File: src/rtl/fft16_frame_ctrl_if.sv
// Handshake and status bundle for the 16-point FFT frame controller.
// The master side drives input beats and abort; the slave side is the controller.
interface fft16_frame_ctrl_if;
  logic       abort;
  logic       in_valid;
  logic       in_ready;
  logic       stage1_en;
  logic [1:0] mux_1_out;
  logic       out_valid;
  logic [1:0] mux_2_out;
  logic       out_last;
  logic       busy;
  logic [7:0] frame_cnt;
  logic       err_drop;

  modport master (
    output abort, in_valid,
    input  in_ready, stage1_en, mux_1_out,
    input  out_valid, mux_2_out, out_last,
    input  busy, frame_cnt, err_drop
  );

  modport slave (
    input  abort, in_valid,
    output in_ready, stage1_en, mux_1_out,
    output out_valid, mux_2_out, out_last,
    output busy, frame_cnt, err_drop
  );
endinterface

File: src/rtl/fft16_frame_ctrl.sv
// Frame sequencer for a radix-4 16-point FFT: loads 4 input beats,
// waits PIPE_LAT cycles for the pipeline to drain, then emits 4 output beats.
module fft16_frame_ctrl #(
  parameter int unsigned PIPE_LAT = 3
) (
  input logic               clk,
  input logic               reset,
  fft16_frame_ctrl_if.slave bus
);

  typedef enum logic [1:0] {
    IDLE,
    LOAD,
    DRAIN,
    OUT
  } state_t;

  state_t     state;
  state_t     state_nxt;
  logic [1:0] beat;
  logic [1:0] beat_nxt;
  logic [3:0] wait_cnt;
  logic [3:0] wait_nxt;
  logic       accept;
  logic       frame_done;
  logic       s1en_q;
  logic [1:0] mux1_q;
  logic [7:0] fcnt_q;
  logic       err_q;

  assign bus.in_ready = (state == IDLE) || (state == LOAD);
  assign accept = bus.in_valid && bus.in_ready && !bus.abort;
  // an abort in the final output cycle cancels the count
  assign frame_done = (state == OUT) && (beat == 2'd3) && !bus.abort;

  always_comb begin
    state_nxt = state;
    beat_nxt  = beat;
    wait_nxt  = wait_cnt;
    unique case (state)
      IDLE, LOAD: begin
        if (accept) begin
          if (beat == 2'd3) begin
            state_nxt = DRAIN;
            beat_nxt  = 2'd0;
            wait_nxt  = 4'(PIPE_LAT);
          end else begin
            state_nxt = LOAD;
            beat_nxt  = beat + 2'd1;
          end
        end
      end
      DRAIN: begin
        if (wait_cnt <= 4'd1) begin
          state_nxt = OUT;
          wait_nxt  = 4'd0;
        end else begin
          wait_nxt = wait_cnt - 4'd1;
        end
      end
      OUT: begin
        beat_nxt = beat + 2'd1;
        if (beat == 2'd3) begin
          state_nxt = IDLE;
        end
      end
      default: begin
        state_nxt = IDLE;
        beat_nxt  = 2'd0;
        wait_nxt  = 4'd0;
      end
    endcase
    if (bus.abort) begin
      state_nxt = IDLE;
      beat_nxt  = 2'd0;
      wait_nxt  = 4'd0;
    end
  end

  always_ff @(posedge clk) begin
    if (reset) begin
      state    <= IDLE;
      beat     <= 2'd0;
      wait_cnt <= 4'd0;
      s1en_q   <= 1'b0;
      mux1_q   <= 2'd0;
      fcnt_q   <= 8'd0;
      err_q    <= 1'b0;
    end else begin
      state    <= state_nxt;
      beat     <= beat_nxt;
      wait_cnt <= wait_nxt;
      s1en_q   <= accept;
      if (accept) begin
        mux1_q <= beat;
      end
      if (frame_done) begin
        fcnt_q <= fcnt_q + 8'd1;
      end
      err_q <= bus.in_valid && !bus.in_ready;
    end
  end

  assign bus.stage1_en = s1en_q;
  assign bus.mux_1_out = mux1_q;
  assign bus.out_valid = (state == OUT);
  assign bus.mux_2_out = (state == OUT) ? beat : 2'd0;
  assign bus.out_last  = (state == OUT) && (beat == 2'd3);
  assign bus.busy      = (state != IDLE);
  assign bus.frame_cnt = fcnt_q;
  assign bus.err_drop  = err_q;

endmodule

File: src/flat_wrapper.sv
// flat-port wrapper written by rule: the top's interface ports become plain ports
module fft16_frame_ctrl_flat 
#(
  parameter int unsigned PIPE_LAT = 3
)
  (clk, reset, bus_abort, bus_in_valid, bus_in_ready, bus_stage1_en, bus_mux_1_out, bus_out_valid, bus_mux_2_out, bus_out_last, bus_busy, bus_frame_cnt, bus_err_drop);
  fft16_frame_ctrl_if bus_i ();
  input logic clk;
  input logic reset;
  input wire logic [$bits(bus_i.abort)-1:0] bus_abort;
  input wire logic [$bits(bus_i.in_valid)-1:0] bus_in_valid;
  output wire logic [$bits(bus_i.in_ready)-1:0] bus_in_ready;
  output wire logic [$bits(bus_i.stage1_en)-1:0] bus_stage1_en;
  output wire logic [$bits(bus_i.mux_1_out)-1:0] bus_mux_1_out;
  output wire logic [$bits(bus_i.out_valid)-1:0] bus_out_valid;
  output wire logic [$bits(bus_i.mux_2_out)-1:0] bus_mux_2_out;
  output wire logic [$bits(bus_i.out_last)-1:0] bus_out_last;
  output wire logic [$bits(bus_i.busy)-1:0] bus_busy;
  output wire logic [$bits(bus_i.frame_cnt)-1:0] bus_frame_cnt;
  output wire logic [$bits(bus_i.err_drop)-1:0] bus_err_drop;
  assign bus_i.abort = bus_abort;
  assign bus_i.in_valid = bus_in_valid;
  assign bus_in_ready = bus_i.in_ready;
  assign bus_stage1_en = bus_i.stage1_en;
  assign bus_mux_1_out = bus_i.mux_1_out;
  assign bus_out_valid = bus_i.out_valid;
  assign bus_mux_2_out = bus_i.mux_2_out;
  assign bus_out_last = bus_i.out_last;
  assign bus_busy = bus_i.busy;
  assign bus_frame_cnt = bus_i.frame_cnt;
  assign bus_err_drop = bus_i.err_drop;
  fft16_frame_ctrl #(.PIPE_LAT(PIPE_LAT)) u_core (.clk(clk), .reset(reset), .bus(bus_i));
endmodule
File: config.mk
export PLATFORM = sky130hd
export DESIGN_NAME = fft16_frame_ctrl_flat
export DESIGN_NICKNAME = d
export VERILOG_FILES = /design/src/rtl/fft16_frame_ctrl_if.sv /design/src/rtl/fft16_frame_ctrl.sv /design/src/flat_wrapper.sv
export SDC_FILE = /design/constraint.sdc
export NUM_CORES = 1
export LEC_CHECK = 0
export BUFFER_PORTS_ARGS = -buffer_cell sky130_fd_sc_hd__buf_2
export CAP_MARGIN = 25
export CORE_MARGIN = 2
export CORE_UTILIZATION = 55
export DETAILED_ROUTE_END_ITERATION = 8
export PLACE_DENSITY = 0.85
export SLEW_MARGIN = 20
export SYNTH_ARGS = -nofsm -noshare
export SYNTH_HDL_FRONTEND = slang
export SYNTH_SLANG_ARGS = --single-unit
File: constraint.sdc
create_clock -name clk -period 4.7 [get_ports clk]
set_clock_uncertainty 0.1 [all_clocks]
set_input_delay 0.47 -clock clk [delete_from_list [all_inputs] [get_ports clk]]
set_output_delay 0.47 -clock clk [all_outputs]
set_load 0.1 [all_outputs]
==> summary.md <==
| Metric | Value |
|---|---|
| Leakage | `0.479 nW` |
| Critical Path AT | `1.73 ns` |
| Fill cells | `151` |
| Number of global-route vias before repair | `734` |
| Sequential cell area | `400 um^2` |
| H-tree Lvls | `1` |
| Cell Area, Synth | `1000 um^2` |
| Post-Synth Adder-Cell Area | `4.99%` |
| CTS tree | `built` |
| Util after Layout | `65.5%` |
| CP Data Required Time | `4.13 ns` |
| Post-CTS Setup Bufs | `0` |
| Placed instance area | `1110 um^2` |
| Skew-Pair Late Insertion Delay | `0.30 ns` |
| Antenna-violating nets left | `0` |
| Post-synth top cells | `dfxtp_1 (20), nor2_1 (15), nand2_1 (8), a21oi_1 (6)` |
| Yosys reg bits | `20` |
| Die width | `46.7 um` |
| RSZ-0062 raised after global routing | `false` |
| Vias per cell | `5.42` |
| CTS buffer count | `3` |
| Compound-cell area share of the yosys netlist | `12.7%` |
| N_diodes | `0` |
| Proportion of synthesized area in mux cells | `2.00%` |
| Post-cts sizing count | `0` |
| Pwr Density | `240 nW/um^2` |
| Share of the synthesized area in the top cell type | `39.9%` |
| Fin nets | `141` |
| Area of the multi-input gates | `557 um^2` |
| Number of synthesized flops with an enable pin | `0` |
| Die height | `46.7 um` |
| Routability cong. | `0.819` |
| Most common cell in the netlist | `dfxtp_1` |
| CP Launch Type | `flop` |
| Crit path capture type | `primary output` |
| Run status | `complete, no violations` |
| Starting Density | `58.1%` |
| Final TNS setup | `0 ns` |
| Slew headroom | `63.3%` |
| Share of post-route cells with drive strength above 1 | `27.5%` |
| Clock tree buffer depth | `2` |
| Mean post-synth cell area | `8.96 um^2` |
| Sequential cell area fraction in the yosys report | `39.9%` |
| Mapped Nets | `120` |
| FMAX | `434 MHz` |
| P&R area growth vs syn | `12.7%` |
| Antenna violations before repair | `0` |
| HPWL Detailed | `1.45 mm` |
| CP max FO | `9` |
| DR WL/cell | `13.0 um` |
| Hold-fix buffers at CTS | `0` |
| Via Count | `846` |
| Clk sinks | `20` |
| Synth Area in XOR/XNOR | `3.49%` |
| Final setup fails | `0` |
| Synth Area in Simple Gates | `32.3%` |
| Final Max Slew Viols | `0` |
| Ys flop type | `dfxtp_1` |
| First-pass GRT wire length | `3.31 mm` |
| DRT Wirelength | `2.03 mm` |
| Warnings, synthesis | `0` |
| Post-Syn Instances | `112` |
| Setup CP Type | `flop to primary output` |
| Final worst-path cycle share | `49.0%` |
| Rows | `15` |
| I/O pins | `22` |
| Netlist cell types | `40` |
| Maxcap violations | `0` |
| Largest family of logic cells by synthesized area | `simple AND/OR/NAND/NOR gates` |
| DR pass1 iterations | `4` |
| DR iter-0 viols | `26` |
| Area leader, netlist | `dfxtp_1` |
| Grt total ovfl | `0` |
| CTS root buf | `clkbuf_4` |
| Hold Fails Final Rpt | `0` |
| Hold Path Class | `input pin to flop` |
| Max rail drop VDD | `181 uV` |
| Clock transition at path regs | `0.11 ns` |
| Cell area after layout | `1130 um^2` |
| Pin count of the biggest net entering global routing | `16` |
| IO Port Bufs | `21` |
| Worst-margin pin slew | `0.549 ns` |
| Fraction of registers with async set/reset | `0%` |
| Gr usage total | `21.3%` |
| # DRC | `0` |
| Core region area | `1730 um^2` |
| Minimum clock period | `2.30 ns` |
| Synth top area cells | `dfxtp_1 (40%), nor2_1 (5.6%), ha_1 (5.0%)` |
| Worst hold slack | `0.318 ns` |
| Die area | `2180 um^2` |
==> sequential cells by signal (all words and copies together) (netlist names) <==
signal	cells
u_core.wait_cnt	4
u_core.bus.frame_cnt	8
u_core.bus.mux_1_out	2
u_core.beat	2
u_core.bus.stage1_en	1
u_core.state	2
u_core.bus.err_drop	1
==> critical path: stages (launching register included) <==
cell	delay [ns]
dfxtp_1	0.42
ha_1	0.39
and3_1	0.21
buf_2	0.42
==> routing by layer <==
metal / share of wire, % / GRT usage [%] / up-vias
li1: - / - / 427
met3: 6.2 / 3.53 / 5
met5: 0 / 0 / -
met2: 48 / 35.6 / 35
met4: 1.2 / 6.67 / 0
met1: 44 / 28.4 / 379
==> placed cells by master, fill, tap and decap left out, drive strengths merged, types with 4 or more instances in the layout <==
cell | netlist | routed
nor3 | 4 | 4
ha | 4 | 4
buf | 3 | 21
nor2 | 15 | 15
inv | 4 | 4
a21oi | 7 | 7
dfxtp | 20 | 20
nand2 | 8 | 8
o21ai | 6 | 6
==> worst paths after layout <==
kind                                  end  depth (start not counted)                    start  slack [ns]
setup / recovery             bus_out_last                          3           u_core.beat[0]        2.40
hold / removal        u_core.bus.err_drop                          3             bus_in_valid        0.32
setup reg to reg  u_core.bus.frame_cnt[3]                          4           u_core.beat[0]        2.92
hold reg to reg   u_core.bus.mux_1_out[0]                          2  u_core.bus.mux_1_out[0]        0.36
==> where the power goes <==
part / switching [mW] / total (mW) / internal (mW)
registers: 0.00156 / 0.172 / 0.171
clock network: 0.0508 / 0.0807 / 0.0299
logic: 0.0131 / 0.0186 / 0.00546
==> per-stage QoR <==
| step | setup slack, ns | power (mW) | cells |
|---|---|---|---|
| final | 2.40 | 0.271 | 156 |
| after global routing | 2.36 | 0.278 | 156 |
| after CTS | 2.40 | 0.272 | 156 |
| after detailed placement | 2.74 | 0.194 | 153 |
| after global placement | 2.80 | 0.194 | 153 |
| after floorplan | 2.64 | 0.190 | 112 |
==> cell type report <==
class	instances	share of cell area, %
Multi-Input combinational cell	83	49.2
Sequential cell	20	35.4
Timing Repair Buffer	21	9.29
Tap cell	25	2.77
Clock buffer	3	1.99
Inverter	4	1.33
==> cell families after synthesis <==
group                    count (synthesis)
adder cells (fa/ha/maj)                  4
buffers and inverters                    9
multiplexers                             2
AO/OA/AOI/OAI                           20
flip-flops                              20
XOR/XNOR                                 4
AND/OR/NAND/NOR                         53
Power figures use the tool's default switching activity.
